$ cat config.mk
export PLATFORM = sky130hd
export DESIGN_NAME = sprite_layer_sched
export DESIGN_NICKNAME = d
export VERILOG_FILES = /design/src/rtl/sprite_pkg.sv /design/src/rtl/sprite_prio_sel.sv /design/src/rtl/sprite_layer_sched.sv
export SDC_FILE = /design/constraint.sdc
export NUM_CORES = 1
export LEC_CHECK = 0
export BUFFER_PORTS_ARGS = -buffer_cell sky130_fd_sc_hd__buf_2
export CAP_MARGIN = 20
export CELL_PAD_IN_SITES_DETAIL_PLACEMENT = 2
export CELL_PAD_IN_SITES_GLOBAL_PLACEMENT = 2
export CORE_MARGIN = 2
export CORE_UTILIZATION = 45
export DETAILED_ROUTE_END_ITERATION = 8
export PLACE_DENSITY_LB_ADDON = 0.08
export SYNTH_ARGS = -nofsm -noshare
export SYNTH_HDL_FRONTEND = slang
export SYNTH_SLANG_ARGS = --single-unit
$ cat constraint.sdc
create_clock -name vga_clk -period 13.2 [get_ports vga_clk]
set_clock_uncertainty 0.2 [all_clocks]
set_input_delay 0 -clock vga_clk [delete_from_list [all_inputs] [get_ports vga_clk]]
set_output_delay 0 -clock vga_clk [all_outputs]
set_load 0.005 [all_outputs]
$ cat src/rtl/sprite_pkg.sv
// Shared sprite types and defaults. The SPRITE_FLIP_EN macro adds a per-slot horizontal flip bit.
// Combinational helpers only. No flow control; every pixel is accepted.
package sprite_pkg;
    localparam int NUM_SPRITES_DEF = 4;
    localparam int SPR_W_DEF       = 20;
    localparam int SPR_H_DEF       = 20;
    localparam int SPR_ROM_AW      = 12;
    localparam int IDX_W_DEF       = 4;
    localparam int COORD_W         = 10;
    // One extra bit so that a pixel left of or above a sprite wraps to a large value instead of aliasing.
    localparam int DIFF_W          = COORD_W + 1;
    localparam int TRANSPARENT_IDX = 0;

    typedef struct packed {
        logic                    en;
        logic [COORD_W-1:0]      x;
        logic [COORD_W-1:0]      y;
        logic [SPR_ROM_AW-1:0]   base;
`ifdef SPRITE_FLIP_EN
        logic                    flip;
`endif
    } sprite_cfg_t;

    function automatic logic [DIFF_W-1:0] sprite_diff(input logic [COORD_W-1:0] a,
                                                      input logic [COORD_W-1:0] b);
        return {1'b0, a} - {1'b0, b};
    endfunction
endpackage

$ cat src/rtl/sprite_prio_sel.sv
// Hit test and fixed-priority select over all slots; the lowest hitting slot wins.
// Purely combinational with zero latency and no backpressure.
module sprite_prio_sel
    import sprite_pkg::*;
#(
    parameter int NUM_SPRITES = NUM_SPRITES_DEF,
    parameter int SPR_W       = SPR_W_DEF,
    parameter int SPR_H       = SPR_H_DEF,
    parameter int SLOT_W      = (NUM_SPRITES > 1) ? $clog2(NUM_SPRITES) : 1
) (
    input  sprite_cfg_t [NUM_SPRITES-1:0] cfg,
    input  logic [COORD_W-1:0]            draw_x,
    input  logic [COORD_W-1:0]            draw_y,
    output logic                          hit,
    output logic [SLOT_W-1:0]             slot,
    output logic [DIFF_W-1:0]             off_x,
    output logic [DIFF_W-1:0]             off_y
);
    logic [DIFF_W-1:0] dx [NUM_SPRITES];
    logic [DIFF_W-1:0] dy [NUM_SPRITES];
    logic              slot_hit [NUM_SPRITES];

    always_comb begin
        for (int i = 0; i < NUM_SPRITES; i++) begin
            dx[i]       = sprite_diff(draw_x, cfg[i].x);
            dy[i]       = sprite_diff(draw_y, cfg[i].y);
            slot_hit[i] = cfg[i].en && (dx[i] < DIFF_W'(SPR_W)) && (dy[i] < DIFF_W'(SPR_H));
        end
    end

    // Walk from the lowest priority upward so the lowest index overwrites last.
    always_comb begin
        hit   = 1'b0;
        slot  = '0;
        off_x = '0;
        off_y = '0;
        for (int i = NUM_SPRITES - 1; i >= 0; i--) begin
            if (slot_hit[i]) begin
                hit   = 1'b1;
                slot  = SLOT_W'(i);
                off_x = dx[i];
                off_y = dy[i];
            end
        end
    end
endmodule

$ cat src/rtl/sprite_layer_sched.sv
// Per-pixel sprite scheduler sharing one ROM/palette; 3-cycle DrawX/DrawY-to-output latency; optional SPRITE_FLIP_EN.
// Free-running pixel pipeline with no backpressure; config is double-buffered and swapped on frame_start.
module sprite_layer_sched
    import sprite_pkg::*;
#(
    parameter int NUM_SPRITES = NUM_SPRITES_DEF,
    parameter int SPR_W       = SPR_W_DEF,
    parameter int SPR_H       = SPR_H_DEF,
    parameter int ROM_AW      = SPR_ROM_AW,
    parameter int IDX_W       = IDX_W_DEF,
    parameter int SLOT_W      = (NUM_SPRITES > 1) ? $clog2(NUM_SPRITES) : 1
) (
    input  logic                  vga_clk,
    input  logic                  reset_n,
    input  logic [COORD_W-1:0]    DrawX,
    input  logic [COORD_W-1:0]    DrawY,
    input  logic                  blank,
    input  logic                  frame_start,
    input  logic                  cfg_we,
    input  logic [SLOT_W-1:0]     cfg_idx,
    input  logic                  cfg_en,
    input  logic [COORD_W-1:0]    cfg_x,
    input  logic [COORD_W-1:0]    cfg_y,
    input  logic [ROM_AW-1:0]     cfg_base,
`ifdef SPRITE_FLIP_EN
    input  logic                  cfg_flip,
`endif
    output logic [ROM_AW-1:0]     rom_address,
    input  logic [IDX_W-1:0]      rom_q,
    output logic [IDX_W-1:0]      pal_index,
    output logic                  pix_hit,
    output logic                  pix_blank,
    output logic [SLOT_W-1:0]     busy_slot
);
    sprite_cfg_t [NUM_SPRITES-1:0] shadow_q, shadow_d;
    sprite_cfg_t [NUM_SPRITES-1:0] active_q, active_d;
    sprite_cfg_t                   cfg_wr;
    sprite_cfg_t                   sel_cfg;

    logic                sel_hit;
    logic [SLOT_W-1:0]   sel_slot;
    logic [DIFF_W-1:0]   sel_off_x;
    logic [DIFF_W-1:0]   sel_off_y;
    logic [DIFF_W-1:0]   col;

    logic [ROM_AW-1:0]   rom_address_q, rom_address_d;
    logic                hit1_q, hit1_d;
    logic [SLOT_W-1:0]   slot1_q, slot1_d;
    logic                blank1_q, blank1_d;
    logic                hit2_q, hit2_d;
    logic [SLOT_W-1:0]   slot2_q, slot2_d;
    logic                blank2_q, blank2_d;
    logic [IDX_W-1:0]    pal_index_q, pal_index_d;
    logic                pix_hit_q, pix_hit_d;
    logic                pix_blank_q, pix_blank_d;
    logic [SLOT_W-1:0]   busy_slot_q, busy_slot_d;

    // The active bank copies the pre-write shadow, so a write coinciding with frame_start waits a frame.
    always_comb begin
        cfg_wr      = '0;
        cfg_wr.en   = cfg_en;
        cfg_wr.x    = cfg_x;
        cfg_wr.y    = cfg_y;
        cfg_wr.base = SPR_ROM_AW'(cfg_base);
`ifdef SPRITE_FLIP_EN
        cfg_wr.flip = cfg_flip;
`endif
        shadow_d = shadow_q;
        if (cfg_we) begin
            shadow_d[cfg_idx] = cfg_wr;
        end
        active_d = frame_start ? shadow_q : active_q;
    end

    sprite_prio_sel #(
        .NUM_SPRITES (NUM_SPRITES),
        .SPR_W       (SPR_W),
        .SPR_H       (SPR_H),
        .SLOT_W      (SLOT_W)
    ) u_prio_sel (
        .cfg    (active_q),
        .draw_x (DrawX),
        .draw_y (DrawY),
        .hit    (sel_hit),
        .slot   (sel_slot),
        .off_x  (sel_off_x),
        .off_y  (sel_off_y)
    );

    always_comb begin
        sel_cfg = active_q[sel_slot];
        col     = sel_off_x;
`ifdef SPRITE_FLIP_EN
        if (sel_cfg.flip) begin
            col = DIFF_W'(SPR_W - 1) - sel_off_x;
        end
`endif
        rom_address_d = rom_address_q;
        if (sel_hit) begin
            rom_address_d = ROM_AW'(sel_cfg.base)
                          + ROM_AW'(32'(sel_off_y) * 32'(SPR_W))
                          + ROM_AW'(col);
        end
        hit1_d   = sel_hit;
        slot1_d  = sel_slot;
        blank1_d = blank;

        hit2_d   = hit1_q;
        slot2_d  = slot1_q;
        blank2_d = blank1_q;

        // Blanking forces the visible outputs low while the rest of the pipe keeps moving.
        pal_index_d = blank2_q ? rom_q : '0;
        pix_hit_d   = hit2_q && (rom_q != IDX_W'(TRANSPARENT_IDX)) && blank2_q;
        pix_blank_d = blank2_q;
        busy_slot_d = slot2_q;
    end

    always_ff @(posedge vga_clk or negedge reset_n) begin
        if (!reset_n) begin
            shadow_q      <= '0;
            active_q      <= '0;
            rom_address_q <= '0;
            hit1_q        <= 1'b0;
            slot1_q       <= '0;
            blank1_q      <= 1'b0;
            hit2_q        <= 1'b0;
            slot2_q       <= '0;
            blank2_q      <= 1'b0;
            pal_index_q   <= '0;
            pix_hit_q     <= 1'b0;
            pix_blank_q   <= 1'b0;
            busy_slot_q   <= '0;
        end else begin
            shadow_q      <= shadow_d;
            active_q      <= active_d;
            rom_address_q <= rom_address_d;
            hit1_q        <= hit1_d;
            slot1_q       <= slot1_d;
            blank1_q      <= blank1_d;
            hit2_q        <= hit2_d;
            slot2_q       <= slot2_d;
            blank2_q      <= blank2_d;
            pal_index_q   <= pal_index_d;
            pix_hit_q     <= pix_hit_d;
            pix_blank_q   <= pix_blank_d;
            busy_slot_q   <= busy_slot_d;
        end
    end

    assign rom_address = rom_address_q;
    assign pal_index   = pal_index_q;
    assign pix_hit     = pix_hit_q;
    assign pix_blank   = pix_blank_q;
    assign busy_slot   = busy_slot_q;
endmodule
==> results.ini <==
[run_status]
status=finished, final reports clean

[cells_and_area]
final_layout_size_suffix_gt1_frac=0.2315
antenna_cells=0
stdcell_count=2131
final_common_cell=dfrtp_1
nets=1827
syn2layout_area_growth_pct=15.00
final_core_util=0.5217
stdcell_area_um2=18960
final_cell_mix=dfrtp_1, mux2_2, inv_1, ha_1, o21ai_0

[sta]
fin_crit_sh=0.5975
finalSetupTns_ns=0
slew-limit-headroom=0.1844
whs_ns=0.03676
worst_pin_slew_ns=1.223
rsz0062_at_grt=no
slew_viol_final=0
fin_ws_ns=5.313
timing.fmax_ghz=0.1268
setup_viol_count_final=0
timing.final.hold_violations=0
fin_crit_ns=7.887

[logic_synthesis]
synth_xor_area_frac=0.02496
synth_top_family_by_area=multiplexers
synthAdderAreaFrac=0.1027
ys_seq_area_frac=0.4431
synthMuxAreaShare=0.1794
synthDistinctLibCells=77
yosysWarningCount=0
syn_area_um2=16490
synthCells=1510
synth-simple-area-share=0.1038
synth-compound-area-share=0.1039
ys.flop_type=dfrtp_1
syn_area_per_cell_um2=10.92
synth_enable_flop_cells=0
ys_seq_elements=292
async_flop_share=1.000

[placed_design]
place_area_um2=17420
pre_cts_ws_ns=5.464
numPlacedInstances=2027
place_hpwl_um=35550
place_congestion=0.8540
port_buffers=83

[min_path]
hold_depth=3
min_from=rom_q[1]
hold_end=pal_index[1]
hold_path_class=in -> reg

[pwr]
peakVddDrop_v=0.0001114
p_leak_nw=8.829
total_power_mw=2.992
powerDensity_nw_per_um2=157.8

[route]
drc_errors=0
wl_per_cell_um=25.21
drt_iter0_markers=429
antenna_left=0
drtPass1Iterations=5
viasPerCell=5.731
totalWireLength_um=53710
vias=12212

[floorplan]
die_w_um=195.4
die_h_um=195.4
die_area_um2=38190
rows=70
initial_core_util=0.4537
ios=84
coreArea_um2=36350

[critical_path]
crit_arrival_ns=8.13
required_ns=13.45
critPathMaxStageDelay_ns=0.67
reg2reg_slack_ns=5.31
reg2reg_to=rom_address[11]
endpoint_kind=register
timing.rr.start=active_q[95]
reg2reg_depth=28
worst_path_max_delay_cell=a2111oi_0
cp_max_fo=16
start_kind=register
path_class=reg -> reg

[cts]
path_clk_slew_ns=0.06
numCtsBuffers=34
cts_buffer_depth=3
cts_hold_buffers=44
htreeDepth=2
clock_sinks=292
clkLatencyLatePin_ns=0.56
cts_tree=done
root_buffer=clkbuf_16
post-cts-setup-buffers=0
cts-resized-gates=0

[global_route]
grt_max_degree=110
grt_pass1_wl_um=84600
overflow=0
grt_pass1_vias=14210
grt_usage=0.2905
antenna_found_initial=0

[job]
drv_cap=0

where the power goes:
part / total (mW) / switching (mW) / internal [mW] / leakage (nW)
Combinational: 0.905 / 0.520 / 0.385 / 4.75
Sequential: 1.15 / 0.0929 / 1.06 / 3.54
Clock: 0.936 / 0.401 / 0.535 / 0.535
layer usage:
layer | up-vias | track usage | share of wire
met3 | 70 | 0.02642 | 0.022
met5 | - | 0 | 0
met2 | 148 | 0.5472 | 0.54
met4 | 0 | 0.08567 | 0.025
met1 | 6413 | 0.3509 | 0.42
li1 | 5581 | - | -
critical path: cells and delay by family, from the launching register on:
| family | cells | cell delay [ns] |
|---|---|---|
| buffers and inverters | 4 | 0.28 |
| adders and majority gates | 6 | 2.05 |
| xor gates and xnor gates | 3 | 0.41 |
| DFF | 1 | 0.33 |
| and+or+nand+nor | 6 | 1.70 |
| muxes | 4 | 1.24 |
| AOI/OAI and AO/OA | 5 | 1.56 |
cells in the mapped netlist (all sizes together) (7+ instances only):
cell type	n	area [µm²]
nor2b	15	93.84
mux2	220	2477
dfrtp	292	7307
inv	124	465.5
o211ai	8	60.06
a31oi	7	43.79
clkbuf	44	165.2
nand2	102	382.9
and3	10	62.56
nand3b	12	90.09
nor3b	12	90.09
o21a	16	120.1
fa	19	380.4
or4	9	67.56
nor4	10	62.56
buf	11	56.30
mux2i	48	480.5
o21ai	105	536.8
nor3	18	95.09
ha	105	1314
nand4	10	62.56
a211oi	13	102.6
nand3	15	75.07
nand2b	19	118.9
xnor2	31	271.5
or3	7	43.79
o21bai	7	52.55
nor2	57	214.0
a21o	20	150.1
xor2	16	140.1
a21oi	50	250.2
worst max path at each step:
stage / start / end / slack (ns)
6_report: active_q[95] / rom_address[11] / 5.31
3_5_place_dp: active_q[82] / rom_address[11] / 5.46
4_1_cts: active_q[95] / rom_address[11] / 5.44
2_1_floorplan: active_q[55] / rom_address[11] / 6.36
5_1_grt: active_q[121] / rom_address[11] / 4.84
3_3_place_gp: active_q[82] / rom_address[11] / 5.67
cells by family (layout without fill, tap and decap cells):
| group | count (synthesis) | after routing |
|---|---|---|
| xor gates and xnor gates | 47 | 47 |
| muxes | 268 | 268 |
| adders and majority gates | 124 | 124 |
| DFF | 292 | 292 |
| other | 2 | 12 |
| AOI/OAI and AO/OA | 272 | 272 |
| and+or+nand+nor | 326 | 326 |
| buffers and inverters | 179 | 322 |
registers in the layout, indices dropped and copies added (netlist names):
signal / cells
active_q: 132
shadow_q: 132
rom_address: 12
pal_index: 4
busy_slot: 2
busy_slot_d: 2
slot1_q: 2
blank1_q: 1
blank2_q: 1
hit1_q: 1
hit2_q: 1
pix_blank: 1
pix_hit: 1
cell type report:
type / count / area (µm²)
inverter: 124 / 465.4
timing repair buffer: 138 / 972.2
fill: 3568 / 17380
multi-input combinational: 1049 / 8548
sequential: 292 / 7307
clock buffer: 48 / 963.4
tap: 468 / 585.6
clock inverter: 12 / 121.4
Note: power is estimated with default switching activity, not from simulation.
